[src/rtl/ysyx_22040365_ifu.sv]
// ---------------------------------------------------------------------------
// ysyx_22040365_ifu
//
// Instruction fetch unit. Holds the PC and keeps at most one fetch in flight
// to instruction memory. The memory side uses a valid/ready request channel
// and a valid-only response channel. Each returned word is placed, together
// with its PC, in a one-entry buffer that the decode stage reads. A redirect
// from execute replaces the PC and flushes the buffer. If a request is already
// in flight when the redirect arrives, its response is marked for discard.
//
// Ports
//   clk             core clock
//   rst_n           synchronous, active-low reset
//   imem_req_valid  fetch request valid
//   imem_req_ready  memory accepts the request this cycle
//   imem_req_addr   fetch address (always the current pc)
//   imem_rsp_valid  instruction response valid
//   imem_rsp_data   fetched 32-bit instruction word
//   redirect_valid  one-cycle PC redirect from execute
//   redirect_pc     redirect target (low two bits are ignored)
//   inst_valid      buffered instruction available to decode
//   inst            buffered instruction word
//   inst_pc         PC of the buffered instruction
//   id_ready        decode consumes the buffered instruction this cycle
// ---------------------------------------------------------------------------
module ysyx_22040365_ifu #(
  parameter logic [63:0] RESET_PC = 64'h0000_0000_8000_0000
) (
  input  logic        clk,
  input  logic        rst_n,
  output logic        imem_req_valid,
  input  logic        imem_req_ready,
  output logic [63:0] imem_req_addr,
  input  logic        imem_rsp_valid,
  input  logic [31:0] imem_rsp_data,
  input  logic        redirect_valid,
  input  logic [63:0] redirect_pc,
  output logic        inst_valid,
  output logic [31:0] inst,
  output logic [63:0] inst_pc,
  input  logic        id_ready
);

  typedef enum logic [1:0] {
    S_IDLE,
    S_REQ,
    S_WAIT
  } state_t;

  state_t      state;
  state_t      state_next;
  logic [63:0] pc;
  logic        drop;

  logic        buf_free;
  logic        req_fire;
  logic        rsp_take;
  logic        rsp_load;
  logic [63:0] redirect_aligned;

  // The buffer can accept a new word if it is empty now, or if decode is
  // draining it this cycle. A request is only issued when this holds. Only
  // one response can come back per request, so the buffer never overflows.
  assign buf_free = !inst_valid || id_ready;

  // Handshake and response qualifiers. A response counts only while a
  // request is outstanding (S_WAIT). This makes any response that arrives
  // after a reset harmless. A response is written to the buffer only if it
  // is not stale and is not cancelled by a redirect on the same edge.
  assign req_fire = imem_req_valid && imem_req_ready;
  assign rsp_take = (state == S_WAIT) && imem_rsp_valid;
  assign rsp_load = rsp_take && !drop && !redirect_valid;

  // Instructions are 4-byte aligned, so the low two target bits are cleared.
  assign redirect_aligned = redirect_pc & ~64'd3;

  // State register. The redirect does not change the state transitions; it
  // only affects the pc, the drop flag and the buffer.
  always_ff @(posedge clk) begin
    if (!rst_n) begin
      state <= S_IDLE;
    end else begin
      state <= state_next;
    end
  end

  // Next-state logic. S_IDLE is a single cycle after reset. After that the
  // FSM alternates: it requests in S_REQ, then waits in S_WAIT for the one
  // response.
  always_comb begin
    state_next = state;
    case (state)
      S_IDLE: state_next = S_REQ;
      S_REQ:  if (req_fire) state_next = S_WAIT;
      S_WAIT: if (rsp_take) state_next = S_REQ;
      default: state_next = S_IDLE;
    endcase
  end

  // Output logic. A request is only presented when the buffer has room.
  // The address is the pc itself, so it stays stable across back-pressure
  // until a redirect changes the pc.
  always_comb begin
    imem_req_valid = (state == S_REQ) && buf_free;
    imem_req_addr  = pc;
  end

  // PC update. A redirect takes priority over normal sequential advance.
  // The pc advances only when a real word is written to the buffer, so the
  // value in pc is always the address of the next instruction to fetch.
  // Wrap-around at the top of the address space is the natural 64-bit
  // modulo behaviour.
  always_ff @(posedge clk) begin
    if (!rst_n) begin
      pc <= RESET_PC;
    end else if (redirect_valid) begin
      pc <= redirect_aligned;
    end else if (rsp_load) begin
      pc <= pc + 64'd4;
    end
  end

  // Drop flag. When set, the response to the in-flight request belongs to
  // the old path. The flag is set when a redirect happens while that
  // response is still to come: either the request is accepted on the
  // redirect edge, or the FSM is waiting and no response has arrived yet.
  // The flag is cleared when any response is consumed.
  always_ff @(posedge clk) begin
    if (!rst_n) begin
      drop <= 1'b0;
    end else if (redirect_valid &&
                 (req_fire || ((state == S_WAIT) && !imem_rsp_valid))) begin
      drop <= 1'b1;
    end else if (rsp_take) begin
      drop <= 1'b0;
    end
  end

  // Output buffer. A redirect flushes it. A freshly loaded word wins over
  // consumption on the same edge. inst and inst_pc change only on a load,
  // so they stay stable while decode stalls.
  always_ff @(posedge clk) begin
    if (!rst_n) begin
      inst_valid <= 1'b0;
      inst       <= 32'd0;
      inst_pc    <= 64'd0;
    end else if (redirect_valid) begin
      inst_valid <= 1'b0;
    end else if (rsp_load) begin
      inst_valid <= 1'b1;
      inst       <= imem_rsp_data;
      inst_pc    <= pc;
    end else if (inst_valid && id_ready) begin
      inst_valid <= 1'b0;
    end
  end

endmodule

[config.mk]
export PLATFORM = sky130hd
export DESIGN_NAME = ysyx_22040365_ifu
export DESIGN_NICKNAME = d
export VERILOG_FILES = /design/src/rtl/ysyx_22040365_ifu.sv
export SDC_FILE = /design/constraint.sdc
export NUM_CORES = 1
export LEC_CHECK = 0
export ABC_CLOCK_PERIOD_IN_PS = 1900
export CORE_ASPECT_RATIO = 1.4
export CORE_MARGIN = 3
export CORE_UTILIZATION = 40
export CTS_CLUSTER_DIAMETER = 120
export DETAILED_ROUTE_END_ITERATION = 16
export GPL_ROUTABILITY_DRIVEN = 0
export PLACE_DENSITY_LB_ADDON = 0.05
export RECOVER_POWER = 100
export SLEW_MARGIN = 0
export SYNTH_ARGS = -nofsm -noshare
export SYNTH_HDL_FRONTEND = slang
export SYNTH_SLANG_ARGS = --single-unit
[constraint.sdc]
create_clock -name clk -period 1.9 [get_ports clk]
set_input_delay 0.285 -clock clk [delete_from_list [all_inputs] [get_ports clk]]
set_output_delay 0.285 -clock clk [all_outputs]
set_load 0.01 [all_outputs]
==> impl_results.md <==
* Clk Latency, worst-skew pair at approximately 0.42 ns
* Mapped Cells at slightly above 900
* Sequential Power Share at 44.2%
* Post-DR vias/cell at 5.26
* Top cells by area, synth: dfxtp_1, nand2_1, a21oi_1
* Drt wl/cell at 16.7 um
* Crit Path Max Fanout at 5
* Cts hold-fix bufs at 0
* Slowest CP cell: clkdlybuf4s50_1
* Initial Utilization at 41.0%
* Root buffer cell: clkbuf_16
* Final TNS setup at -0.00213 ns
* Final slew viol count at 0
* Critical path's largest stage delay at 0.52 ns
* Yosys cell types at 52
* Die height at 164 um
* Initial antenna violation count at 1
* Syn_area_per_cell at 7.84 sq um
* # nets final at 1,364
* Synth Cell Area at approximately 0.007 sq mm
* Critical path endpoint category: output pin
* Routed WL at 25,100 um
* # setup viols final at 1
* Total of max-cap violations at 0
* Clk sinks at 160
* Worst-margin pin slew at roughly 0.55 ns
* Vias at between 7,000 and 8,000
* Yosys warns at 0
* Final Hold Viols at 0
* DP Cell Count at 1,464
* Antenna violation net count after detailed routing at 0
* Pleak at 4.56 nW
* Top cell type's share of synthesized area at 44.9%
* Drt drc at 0
* Num CTS Buffers at 17
* Switch share at 25.1%
* Failing checks: setup timing
* Die width at ~120 um
* P per Cell Area at 695 mW/mm^2
* Hold Crit Class: input port to flip-flop
* Placement Rows at 57
* Slew margin rel. at between 60% and 70%
* DRT Pass-1 Iters at 5
* Post-Layout Cell Count at around 1,500
* Area of placed instances at 0.0108 sq mm
* Number of synthesized flops with an enable pin at 0
* Die ar. at 0.0195 sq mm
* Int Pwr at 6.06 mW
* Synth-to-layout area growth at 63.1%
* RSZ-0062 raised after global routing: yes
* Net Switching at ~2.0 mW
* Combinational power share at 13.1%
* Final worst slack at -0.00213 ns
* GR Util All Layers at 25.0%
* Clk pwr share at between 40% and 50%
* Global-route wire length before repair at 39,100 um
* Asr flop ratio synth at 0%
* First DRT Iteration DRCs at 563
* CP top delay family: buffers and inverters
* Clock transition at path regs at around 0.06 ns
* Gr ovfl total at 0
* Max Buffers Root-to-Sink at 2
* TritonCTS clock tree: yes
* Achievable Freq at 526 MHz
* Final Cell Area at 0.0116 sq mm
* PortBufs at 257
* Layout cell share with drive strength beyond 1 at 17.2%
* Vias in the first global route at around 7,500
* Worst path arrival time at 1.62 ns
* Core ar. at about 0.017 sq mm
* Area leader, netlist: dfxtp_1
* Tmin final at 1.90 ns
* CP Cell Sequence: buf_4 > clkdlybuf4s50_1
* Synth Register Bits at 160
* VDD IR max at 0.481 mV
* Data required, critical path at 1.62 ns
* WS Path Type: flip-flop to output pin
* Run status: finished with violations
* Final Cycle Share at 100%
* H-tree levels at 4
* Sequential area share after synthesis at between 40% and 50%
* IO Pins at 264
* Main synth FF type: dfxtp_1
* CP bufs+invs at 2
* Worst Skew at 0.00675 ns
* Largest net degree at the start of global routing at 64
* Detailed placer's ending HPWL at 18,400 um
* Critical Path Source Type: flip-flop
flip-flops by register name, summed over array words and instances, names as in the netlist:
name / cells
inst_pc: 62
inst: 32
inst_valid: 1
drop: 1
state: 2
imem_req_addr: 62
layer usage:
metal  global-route usage, %  vias up  part of all wire, %
met2                    44.2      274                   52
li1                        -     3922                    -
met1                    29.0     3695                   39
met4                    8.12        2                  2.3
met3                    7.23       48                  7.0
met5                       0        -                0.068
final timing paths:
path / startpoint / to / slack, ns / cells past startpoint
setup / recovery: imem_req_addr[44] / imem_req_addr[44] / -0.002 / 2
setup reg to reg: imem_req_addr[44] / imem_req_addr[62] / 0.04 / 6
hold reg to reg: inst[5] / inst[5] / 0.45 / 2
hold / removal: rst_n / imem_req_addr[45] / 0.28 / 3
area by class of cell:
cell class	count	area, sq um
Clock inverter	11	130
Clock buffer	20	457
Sequential cell	160	3240
Inverter	10	41.3
Tap cell	236	295
Timing Repair Buffer	392	3630
Fill cell	1603	5760
Antenna cell	1	2.50
Multi-Input combinational cell	680	3840
per-stage QoR:
stage	power (mW)	hold slack, ns	util, %	setup slack [ns]
global route	8.39	0.286	66.9	-0.0219
detailed placement	4.71	0.446	62.1	-0.468
CTS	8.17	0.268	65.6	-0.0381
floorplan	4.02	0.421	-	-0.0580
finish	8.09	0.282	66.9	-0.00213
global placement	4.71	0.441	62.1	-0.410
cells in the final DEF (no fill, tap or decap), types with 5 or more instances in the layout:
| master | instances |
|---|---|
| and4_1 | 6 |
| dfxtp_2 | 16 |
| o21ai_0 | 47 |
| nor2_1 | 34 |
| o31ai_1 | 5 |
| nand4_1 | 38 |
| dfxtp_1 | 139 |
| xnor2_1 | 23 |
| or4_1 | 6 |
| buf_4 | 114 |
| nor4_2 | 5 |
| buf_6 | 8 |
| nor4_1 | 11 |
| and3_1 | 18 |
| mux2i_1 | 6 |
| xor2_1 | 14 |
| nor3b_1 | 5 |
| clkbuf_1 | 8 |
| nand2_1 | 220 |
| a211oi_1 | 16 |
| clkbuf_16 | 17 |
| dfxtp_4 | 5 |
| inv_1 | 8 |
| nand3_1 | 20 |
| or3_1 | 6 |
| dlygate4sd3_1 | 132 |
| a31oi_1 | 8 |
| clkdlybuf4s50_1 | 123 |
| nor3_1 | 12 |
| a21oi_1 | 122 |
logic make-up (layout without fill, tap and decap cells):
logic type	Yosys count	count (layout)	synth area share [%]
mux	6	6	0.841
fa+ha+maj	1	1	0.175
other cells	1	5	0.0525
buf+inv	74	433	4.29
flops	160	160	44.9
simple gates	420	420	28.7
xor+xnor	37	37	4.54
compound gates	212	212	16.6
synthesized netlist by cell type, types with 2 or more instances:
cell,instances
a211oi_1,16
a21oi_1,122
a2bb2oi_1,2
a311oi_1,2
a31oi_1,8
and2_1,3
and3_1,18
and4_1,10
buf_1,6
buf_2,2
buf_4,5
clkbuf_1,50
dfxtp_1,160
inv_1,10
mux2i_1,6
nand2_1,222
nand3_1,24
nand3b_1,2
nand4_1,38
nand4_2,2
nor2_1,37
nor2b_1,2
nor3_1,15
nor3b_1,6
nor4_1,18
nor4b_1,2
o2111ai_1,2
o21ai_0,47
o31ai_1,5
or3_1,6
or4_1,7
xnor2_1,23
xor2_1,14
tightest hold or removal path, cell delays in order:
cell and delay [ns]:
buf_2 0.21, o21ai_0 0.12, a21oi_1 0.04
power groups by stage:
stage	Sequential, mW	Clock, mW	Combinational, mW
2_1_floorplan	3.71	0	0.305
3_5_place_dp	3.64	0	1.08
3_3_place_gp	3.64	0	1.07
5_1_grt	3.58	3.66	1.15
4_1_cts	3.56	3.52	1.08
6_report	3.57	3.45	1.06
timing repair:
| action | CTS | global route |
|---|---|---|
| pin swaps | 1 | 19 |
| hold endpoints to repair | 0 | 0 |
| resized for setup | 3 | 59 |
| setup endpoints to repair | 6 | 32 |
| buffers inserted | 2 | 12 |
No activity file was read; power rests on OpenSTA's default activity.
